==> src/rtl/hazard_ctrl_pkg.sv <==
// Shared types and constants for the pipeline hazard controller.
// Holds the divide-sequencer state encoding, the register address width
// and a small helper used by the load-use comparator.
package hazard_ctrl_pkg;

  localparam int REG_ADDR_BITS = 5;

  typedef enum logic [1:0] {
    HZ_IDLE     = 2'd0,
    HZ_DIV_RUN  = 2'd1,
    HZ_DIV_DONE = 2'd2
  } hz_state_e;

  // True when an ID source operand is read and names the given EXE destination.
  function automatic logic src_hits(input logic uses,
                                    input logic [REG_ADDR_BITS-1:0] rs,
                                    input logic [REG_ADDR_BITS-1:0] rd);
    return uses & (rs == rd);
  endfunction

endpackage

==> src/rtl/hazard_ctrl_hz_div_seq.sv <==
// hz_div_seq: multi-cycle divide sequencer.
// A divide seen in EXE while idle fires a one-cycle div_start, then the
// pipeline is held for DIV_CYCLES further cycles while the down-counter
// runs out, followed by exactly one div_done cycle in which all holds drop.
// div_busy covers the entry cycle and every RUN cycle.
// All outputs are forced low while nrst is low so the pipeline sees a clean
// idle controller during reset, even before the synchronous reset edge.
module hz_div_seq
  import hazard_ctrl_pkg::*;
#(
  parameter int DIV_CYCLES = 34
) (
  input  logic       clk,
  input  logic       nrst,
  input  logic       exe_is_div,
  output logic       div_start,
  output logic       div_done,
  output logic       div_busy,
  output logic [1:0] state_o
);

  localparam int CW = (DIV_CYCLES > 2) ? $clog2(DIV_CYCLES) : 1;
  localparam logic [CW-1:0] CNT_LOAD = CW'(DIV_CYCLES - 1);

  hz_state_e     state_q, state_d;
  logic [CW-1:0] cnt_q, cnt_d;
  logic          start_c, done_c, busy_c;

  // State register and down-counter; synchronous active-low reset.
  always_ff @(posedge clk) begin
    if (!nrst) begin
      state_q <= HZ_IDLE;
      cnt_q   <= '0;
    end else begin
      state_q <= state_d;
      cnt_q   <= cnt_d;
    end
  end

  // Next-state, counter update and raw sequencer outputs.
  always_comb begin
    state_d = state_q;
    cnt_d   = cnt_q;
    start_c = 1'b0;
    done_c  = 1'b0;
    busy_c  = 1'b0;
    case (state_q)
      HZ_IDLE: begin
        if (exe_is_div) begin
          start_c = 1'b1;
          busy_c  = 1'b1;
          cnt_d   = CNT_LOAD;
          state_d = HZ_DIV_RUN;
        end
      end
      HZ_DIV_RUN: begin
        busy_c = 1'b1;
        if (cnt_q == '0) begin
          state_d = HZ_DIV_DONE;
        end else begin
          cnt_d = cnt_q - CW'(1);
        end
      end
      HZ_DIV_DONE: begin
        // The divide leaves EXE this cycle; a divide now in EXE is the
        // previous one and must not restart the sequence.
        done_c  = 1'b1;
        state_d = HZ_IDLE;
      end
      default: begin
        state_d = HZ_IDLE;
      end
    endcase
  end

  assign div_start = nrst & start_c;
  assign div_done  = nrst & done_c;
  assign div_busy  = nrst & busy_c;
  assign state_o   = state_q;

endmodule

==> src/rtl/hazard_ctrl.sv <==
// hazard_ctrl: stall/flush generator for the 5-stage RV32IMC pipeline.
// Resolves, in priority order: multi-cycle divide in EXE (hz_div_seq),
// load-use between EXE load and ID consumer (one bubble), and taken
// branch/jump resolved in ID (flush IF/ID). All controls are combinational
// from inputs and registered sequencer state.
// Optional build macro HAZARD_PERF_CNT_EN adds saturating stall/flush
// performance counters; without it both counter ports are tied to 0.
// dbg_state exposes the divide sequencer state for observation.
module hazard_ctrl
  import hazard_ctrl_pkg::*;
#(
  parameter int DIV_CYCLES = 34,
  parameter int CNT_WIDTH  = 32
) (
  input  logic                     clk,
  input  logic                     nrst,
  input  logic [REG_ADDR_BITS-1:0] id_rs1,
  input  logic [REG_ADDR_BITS-1:0] id_rs2,
  input  logic                     id_uses_rs1,
  input  logic                     id_uses_rs2,
  input  logic                     id_branch_taken,
  input  logic [REG_ADDR_BITS-1:0] exe_rd,
  input  logic                     exe_is_load,
  input  logic                     exe_is_div,
  output logic                     pc_stall,
  output logic                     if_id_stall,
  output logic                     if_id_flush,
  output logic                     id_exe_stall,
  output logic                     id_exe_flush,
  output logic                     exe_mem_flush,
  output logic                     div_start,
  output logic                     div_done,
  output logic [CNT_WIDTH-1:0]     stall_cnt,
  output logic [CNT_WIDTH-1:0]     flush_cnt,
  output logic [1:0]               dbg_state
);

  logic div_busy;
  logic load_use;
  logic src_hit;

  hz_div_seq #(
    .DIV_CYCLES(DIV_CYCLES)
  ) u_div_seq (
    .clk       (clk),
    .nrst      (nrst),
    .exe_is_div(exe_is_div),
    .div_start (div_start),
    .div_done  (div_done),
    .div_busy  (div_busy),
    .state_o   (dbg_state)
  );

  // Load-use detection; only meaningful when idle and no divide is entering.
  always_comb begin
    src_hit  = src_hits(id_uses_rs1, id_rs1, exe_rd) |
               src_hits(id_uses_rs2, id_rs2, exe_rd);
    load_use = nrst & (dbg_state == HZ_IDLE) & ~div_busy &
               exe_is_load & (exe_rd != '0) & src_hit;
  end

  // Stall/flush fan-out. A divide freezes everything up to EXE and feeds
  // bubbles into MEM; a load-use holds PC and IF/ID and bubbles EXE. A taken
  // branch only flushes IF/ID when nothing is stalling, since ID operands
  // are not final while held.
  always_comb begin
    pc_stall      = div_busy | load_use;
    if_id_stall   = div_busy | load_use;
    id_exe_stall  = div_busy;
    id_exe_flush  = load_use;
    exe_mem_flush = div_busy;
    if_id_flush   = nrst & id_branch_taken & ~div_busy & ~load_use;
  end

`ifdef HAZARD_PERF_CNT_EN
  logic [CNT_WIDTH-1:0] stall_cnt_q;
  logic [CNT_WIDTH-1:0] flush_cnt_q;

  // Saturating event counters, cleared by reset.
  always_ff @(posedge clk) begin
    if (!nrst) begin
      stall_cnt_q <= '0;
      flush_cnt_q <= '0;
    end else begin
      if (pc_stall && (stall_cnt_q != '1)) begin
        stall_cnt_q <= stall_cnt_q + CNT_WIDTH'(1);
      end
      if (if_id_flush && (flush_cnt_q != '1)) begin
        flush_cnt_q <= flush_cnt_q + CNT_WIDTH'(1);
      end
    end
  end

  assign stall_cnt = stall_cnt_q;
  assign flush_cnt = flush_cnt_q;
`else
  assign stall_cnt = '0;
  assign flush_cnt = '0;
`endif

endmodule

==> config.mk <==
export PLATFORM = sky130hd
export DESIGN_NAME = hazard_ctrl
export DESIGN_NICKNAME = d
export VERILOG_FILES = /design/src/rtl/hazard_ctrl_pkg.sv /design/src/rtl/hazard_ctrl_hz_div_seq.sv /design/src/rtl/hazard_ctrl.sv
export SDC_FILE = /design/constraint.sdc
export NUM_CORES = 1
export LEC_CHECK = 0
export CAP_MARGIN = 20
export CORE_UTILIZATION = 33
export CTS_BUF_LIST = sky130_fd_sc_hd__clkbuf_4 sky130_fd_sc_hd__clkbuf_8
export DETAILED_ROUTE_END_ITERATION = 6
export PLACE_DENSITY = 0.9
export SLEW_MARGIN = 20
export SYNTH_ARGS = -nofsm -noshare
export SYNTH_HDL_FRONTEND = slang
export SYNTH_SLANG_ARGS = --single-unit
==> constraint.sdc <==
create_clock -name clk -period 1.7 [get_ports clk]
set_input_delay 0.34 -clock clk [delete_from_list [all_inputs] [get_ports clk]]
set_output_delay 0.34 -clock clk [all_outputs]
set_load 0.005 [all_outputs]
==> flow_summary.json, run 1 <==
{
  "cts_buffers": 3,
  "power.leakage_nw": 0.6760,
  "fin_crit_ns": 1.655,
  "reg2reg_slack_ns": 0.11,
  "critical_path.max_fanout": 3,
  "fmax_ghz": 0.6042,
  "die-area_um2": 3599,
  "skew_ns": 0.004836,
  "holdBufCountCts": 0,
  "r2r_cells": 6,
  "cts.sinks": 8,
  "layout.nets": 204,
  "wl_um": 2019,
  "area_growth_pct": 16.12,
  "synthTopCellsByArea": "buf_4 (45%), dfxtp_1 (14%), xnor2_1 (7.9%)",
  "grt_pass1_wl_um": 3139,
  "drc": 0,
  "synth_top_family_by_area": "buffers and inverters",
  "layout.cells.non_filler": 222,
  "routabilityCongestion": 0.7442,
  "synth_top_area_share_pct": 44.64,
  "initial_utilization_pct": 35.48,
  "vias": 838,
  "irDropWorstVdd_mv": 0.4400,
  "grt_use_total_pct": 11.81,
  "path_buf_inv": 2,
  "worstSetupPathType": "primary input to output pin",
  "dp_hpwl_um": 1688,
  "hold_path.class": "register to register",
  "crit_family": "simple AND/OR/NAND/NOR gates",
  "synth-xor-area-share_pct": 9.470,
  "synth_area_um2": 1110,
  "dieHeight_um": 59.99,
  "synth_cell_types": 34,
  "yosys.area_share.simple_pct": 16.57,
  "core_region_area_um2": 3128,
  "yosysWarnings": 0,
  "period_share_pct": 97.36,
  "clock_path_buffers": 2,
  "timing.rr.start": "u_div_seq.state_o[0]",
  "worstPathCellList": "clkdlybuf4s15_1 -> xnor2_1 -> nand4_1 -> o22ai_2 -> and2_1 -> buf_2",
  "synth-compound-area-share_pct": 8.230,
  "grt-ovfl-total": 0,
  "route.detailed.wl_per_inst_um": 9.095,
  "fin_util_pct": 41.20,
  "clock_tree.root_cell": "clkbuf_4",
  "arrival_ns": 1.32,
  "outcome": "completed",
  "synthAdderAreaFrac_pct": 2.255,
  "vias_per_cell": 3.775,
  "critPathSlowestCell": "o22ai_2",
  "synth_top_area_cell": "buf_4",
  "first_pass_iters": 4,
  "cts_tree": "done",
  "drt_iter0_markers": 7,
  "die_w_um": 59.99,
  "min_from": "u_div_seq.cnt_q[4]",
  "port_buffers": 31,
  "clkSlewWorstSetupHoldPaths_ns": 0.06,
  "powerDensity_nw_per_um2": 632.6,
  "layout_common_cells": "conb_1 (64), dlygate4sd2_1 (11), xnor2_1 (8), buf_4 (8)",
  "synthMuxAreaShare_pct": 2.706,
  "final_max_slew_viol_count": 0,
  "worstSkewPairLatency_ns": 0.26,
  "rows": 20,
  "h-tree-depth": 1,
  "antenna_cells": 0,
  "layout_commonest_cell": "conb_1",
  "fin_setup_tns_ns": 0,
  "antenna_found_initial": 0,
  "end_kind": "output pin",
  "placed_cells": 219,
  "drive_gt1_share_pct": 19.66,
  "grt_max_degree": 10,
  "start_kind": "primary input",
  "synth_area_per_cell_um2": 7.984,
  "ys_ff_latch": 8,
  "fill_cells": 338,
  "cp_data_required_time_ns": 1.36,
  "cap_violations": 0,
  "min_to": "u_div_seq.cnt_q[4]",
  "ant_nets": 0,
  "hold_viol": 0,
  "ys_seq_area_share_pct": 14.43,
  "ioPinCount": 96,
  "rsz0062_at_grt": "yes",
  "critPathMaxStageDelay_ns": 0.20,
  "worstHoldPathCells": 2,
  "reg2reg_to": "u_div_seq.cnt_q[2]",
  "syn-instance-count": 139,
  "first_global_vias": 685,
  "setup_violations": 0
}
==> synthesized netlist by cell type, drive strengths merged <==
cell,count
or4b,1
o22ai,1
inv,3
buf,66
xor2,2
a21oi,3
nand2,6
a211oi,1
a21o,1
conb,1
nand4,2
mux2i,3
o21ba,1
xnor2,10
nor2,7
o21ai,2
nor2b,2
or4,1
nor3,2
clkbuf,1
dfxtp,8
o31ai,1
ha,2
a21boi,1
and3,1
and3b,2
o211ai,2
and2,1
nand4b,1
nand2b,2
nor4,2
==> worst min-delay path: cells and delay by family, from the launching register on <==
family	cells	cell delay, ns
flip-flops	1	0.33
AO/OA/AOI/OAI	2	0.13
==> timing repair <==
| item | CTS | global route |
|---|---|---|
| endpoints found under the setup margin | 8 | 6 |
| gates resized for setup | 53 | 17 |
| buffers inserted | 0 | 0 |
| pin swaps | 18 | 15 |
==> worst max path at each step <==
stage / from / endpoint / slack, ns / cells after the start
detailed placement: exe_rd[4] / id_exe_flush / -0.71 / 6
CTS: id_rs1[3] / pc_stall / 0.005 / 6
global route: u_div_seq.state_o[1] / pc_stall / -0.002 / 5
global placement: exe_rd[3] / if_id_stall / -0.70 / 6
finish: id_rs2[4] / id_exe_flush / 0.04 / 6
floorplan: u_div_seq.cnt_q[0] / u_div_seq.cnt_q[4] / 0.16 / 6
==> state kept, by name, summed over array words and instances (netlist names) <==
signal	cells
u_div_seq.cnt_q	6
u_div_seq.state_o	2
==> logic make-up (layout without fill, tap and decap cells) <==
| logic type | after synthesis | after routing |
|---|---|---|
| AO/OA/AOI/OAI | 13 | 13 |
| XOR/XNOR | 12 | 12 |
| adder cells (fa/ha/maj) | 2 | 2 |
| buffers and inverters | 70 | 46 |
| flip-flops | 8 | 8 |
| multiplexers | 3 | 3 |
| other | 1 | 64 |
| AND/OR/NAND/NOR | 30 | 30 |
==> metal layers <==
metal | part of all wire, % | wire length [um] | track usage, % | vias to the layer above
met2 | 52 | 1051 | 20.48 | 51
met5 | 0 | 0 | 0 | -
met3 | 7.4 | 149 | 4.113 | 0
met4 | 0 | 0 | 2.326 | 0
met1 | 41 | 818 | 14.03 | 382
li1 | - | - | - | 405
==> report_power, final <==
part	internal [W]	switching (W)	total, W
clock network	0.0000810	0.0000683	0.000149
logic	0.000211	0.000208	0.000419
registers	0.000220	0.0000275	0.000247
total	0.000511	0.000304	0.000815
==> metrics by stage <==
stage	setup slack, ns	cell area (um2)	hold slack [ns]	power (W)
after global placement	-0.6976	1280	0.4945	0.0006576
after floorplan	0.1557	1346	0.4651	0.0005990
after CTS	0.005392	1289	0.5100	0.0008043
final	0.04485	1289	0.5105	0.0008153
after detailed placement	-0.7142	1280	0.4997	0.0006691
after global routing	-0.002333	1289	0.5503	0.0008924
==> layout make-up <==
type	count	area, um2	area share [%]
well taps	44	55.05	4.272
multi-input cells	124	720.7	55.92
repair buffers	40	317.8	24.66
inverters	3	11.26	0.8738
flip-flops and latches	8	161.4	12.52
clock buffers	3	22.52	1.748
No activity file was read; power rests on OpenSTA's default activity.
==> run 2: changes to the inputs <==
clock period = 1.6 ns   (was 1.7 ns; I/O delays follow)
==> run 2 against run 1 <==
  * The flow now finishes with violations (setup timing)
  * Count of clock-buffer cells in the layout unchanged
  * Via count increased by 5.1%
  * Register-to-register slack got worse by 0.12 ns
  * Critical path depth unchanged
  * Clock power increased by 8%
  * Sequential share of layout area decreased by 0.96 points
  * Total power increased by 14%
  * Sequential power increased by 4%
  * Combinational power increased by 22%
  * Cell area increased by 9.1%
==> flow_summary.json, run 2 (synthesis gave the netlist of run 1 again) <==
{
  "layout_commonest_cell": "conb_1",
  "clkSlewWorstSetupHoldPaths_ns": 0.06,
  "grt-ovfl-total": 0,
  "cts_buffers": 3,
  "power.leakage_nw": 0.7447,
  "ioPinCount": 96,
  "crit_family": "compound AO/OA/AOI/OAI gates",
  "vias_per_cell": 3.847,
  "rsz0062_at_grt": "yes",
  "outcome": "finished, violations left",
  "period_share_pct": 101.7,
  "grt_use_total_pct": 12.72,
  "power.total_w": 0.0009307,
  "dp_hpwl_um": 1714,
  "fin_crit_ns": 1.627,
  "hold_path.class": "register to register",
  "route.detailed.wl_per_inst_um": 9.817,
  "placed_cells": 222,
  "critical_path.max_fanout": 5,
  "area_growth_pct": 26.72,
  "skew_ns": 0.01234,
  "largest_register": "u_div_seq.cnt_q",
  "violations": "setup timing",
  "drc": 0,
  "hold_viol": 0,
  "vias": 881,
  "final_max_slew_viol_count": 0,
  "initial_utilization_pct": 35.48,
  "stdcell_area_um2": 1406,
  "core_region_area_um2": 3128,
  "clock_path_buffers": 2,
  "port_buffers": 31,
  "wl_um": 2248,
  "die-area_um2": 3599,
  "holdBufCountCts": 0,
  "layout_common_cells": "conb_1 (64), buf_4 (13), clkbuf_2 (8)",
  "end_kind": "output pin",
  "largest_reg_flops": 6,
  "setup_violations": 4,
  "antenna_found_initial": 0,
  "drive_gt1_share_pct": 30.81,
  "fmax_ghz": 0.6148,
  "powerDensity_nw_per_um2": 661.8,
  "postPlaceCellArea_um2": 1303,
  "drt_iter0_markers": 16,
  "irDropWorstVdd_mv": 0.5154,
  "clock_tree.root_cell": "clkbuf_4",
  "critPathMaxStageDelay_ns": 0.33,
  "critPathSlowestCell": "dfxtp_2",
  "rows": 20,
  "ant_nets": 0,
  "worstSkewPairLatency_ns": 0.26,
  "grt_max_degree": 7,
  "cp_data_required_time_ns": 1.28,
  "cts.sinks": 8,
  "antenna_cells": 0,
  "worstPathCellList": "buf_6 -> o21ba_4 -> nand2_4 -> inv_4 -> a21o_1 -> buf_2",
  "first_global_vias": 757,
  "routabilityCongestion": 0.7390,
  "start_kind": "register",
  "die_w_um": 59.99,
  "first_pass_iters": 4,
  "preCtsSetupSlack_ns": -0.7979,
  "fill_cells": 314,
  "arrival_ns": 1.31,
  "cts_tree": "done",
  "layout.cells.non_filler": 229,
  "dieHeight_um": 59.99,
  "h-tree-depth": 1,
  "grt_pass1_wl_um": 3429,
  "worstSetupPathType": "register to output pin",
  "fin_ws_ns": -0.02665,
  "path_buf_inv": 3,
  "layout.nets": 211,
  "cap_violations": 0
}
run 2: path summary, 6_finish.rpt:
| kind | start | endpoint | slack, ns | cells past startpoint |
|---|---|---|---|---|
| worst max-delay path | u_div_seq.state_o[0] | pc_stall | -0.03 | 6 |
| worst min-delay path | u_div_seq.cnt_q[4] | u_div_seq.cnt_q[4] | 0.51 | 2 |
| worst max register to register | u_div_seq.state_o[0] | u_div_seq.cnt_q[2] | -0.01 | 6 |
| worst min register to register | u_div_seq.cnt_q[4] | u_div_seq.cnt_q[4] | 0.51 | 2 |
run 2: tightest hold or removal path: cells and delay by family, from the launching register on:
kind | cells | cell delay, ns
flops | 1 | 0.34
compound gates | 2 | 0.13
run 2: through the flow:
stage | hold slack [ns] | setup TNS, ns | util, %
after CTS | 0.5062 | -0.06355 | 43.56
after global placement | 0.4883 | -4.635 | 41.64
final | 0.5080 | -0.06356 | 44.96
after detailed placement | 0.4959 | -4.840 | 41.64
after global routing | 0.5587 | -0.4846 | 44.96
after floorplan | 0.4651 | 0 | -
run 2: what timing repair did:
action | CTS | global route
resized for setup | 75 | 34
hold endpoints to repair | 0 | 0
endpoints found under the setup margin | 10 | 11
setup buffers | 2 | 2
gates cloned | 0 | 0
pin swaps | 19 | 20
run 2: layout make-up:
| cell class | instances | area, um2 | area share, % |
|---|---|---|---|
| Clock buffer | 3 | 22.52 | 1.601 |
| Inverter | 3 | 13.76 | 0.9786 |
| Multi-Input combinational cell | 124 | 779.5 | 55.43 |
| Sequential cell | 8 | 162.7 | 11.57 |
| Tap cell | 44 | 55.05 | 3.915 |
| Timing Repair Buffer | 47 | 372.9 | 26.51 |
run 2: routing by layer:
| metal | track usage (%) | up-vias | wire [um] | share of wire [%] |
|---|---|---|---|---|
| met3 | 3.247 | 0 | 139 | 6.2 |
| met2 | 24.44 | 56 | 1257 | 56 |
| met1 | 14.04 | 400 | 852 | 38 |
| li1 | - | 425 | - | - |
| met5 | 0 | - | 0 | 0 |
| met4 | 1.993 | 0 | 0 | 0 |
run 2: where the power goes:
group / switching [W] / internal, W / total [W]
Combinational: 0.000247 / 0.000265 / 0.000513
Clock: 0.0000750 / 0.0000863 / 0.000161
Sequential: 0.0000230 / 0.000234 / 0.000257
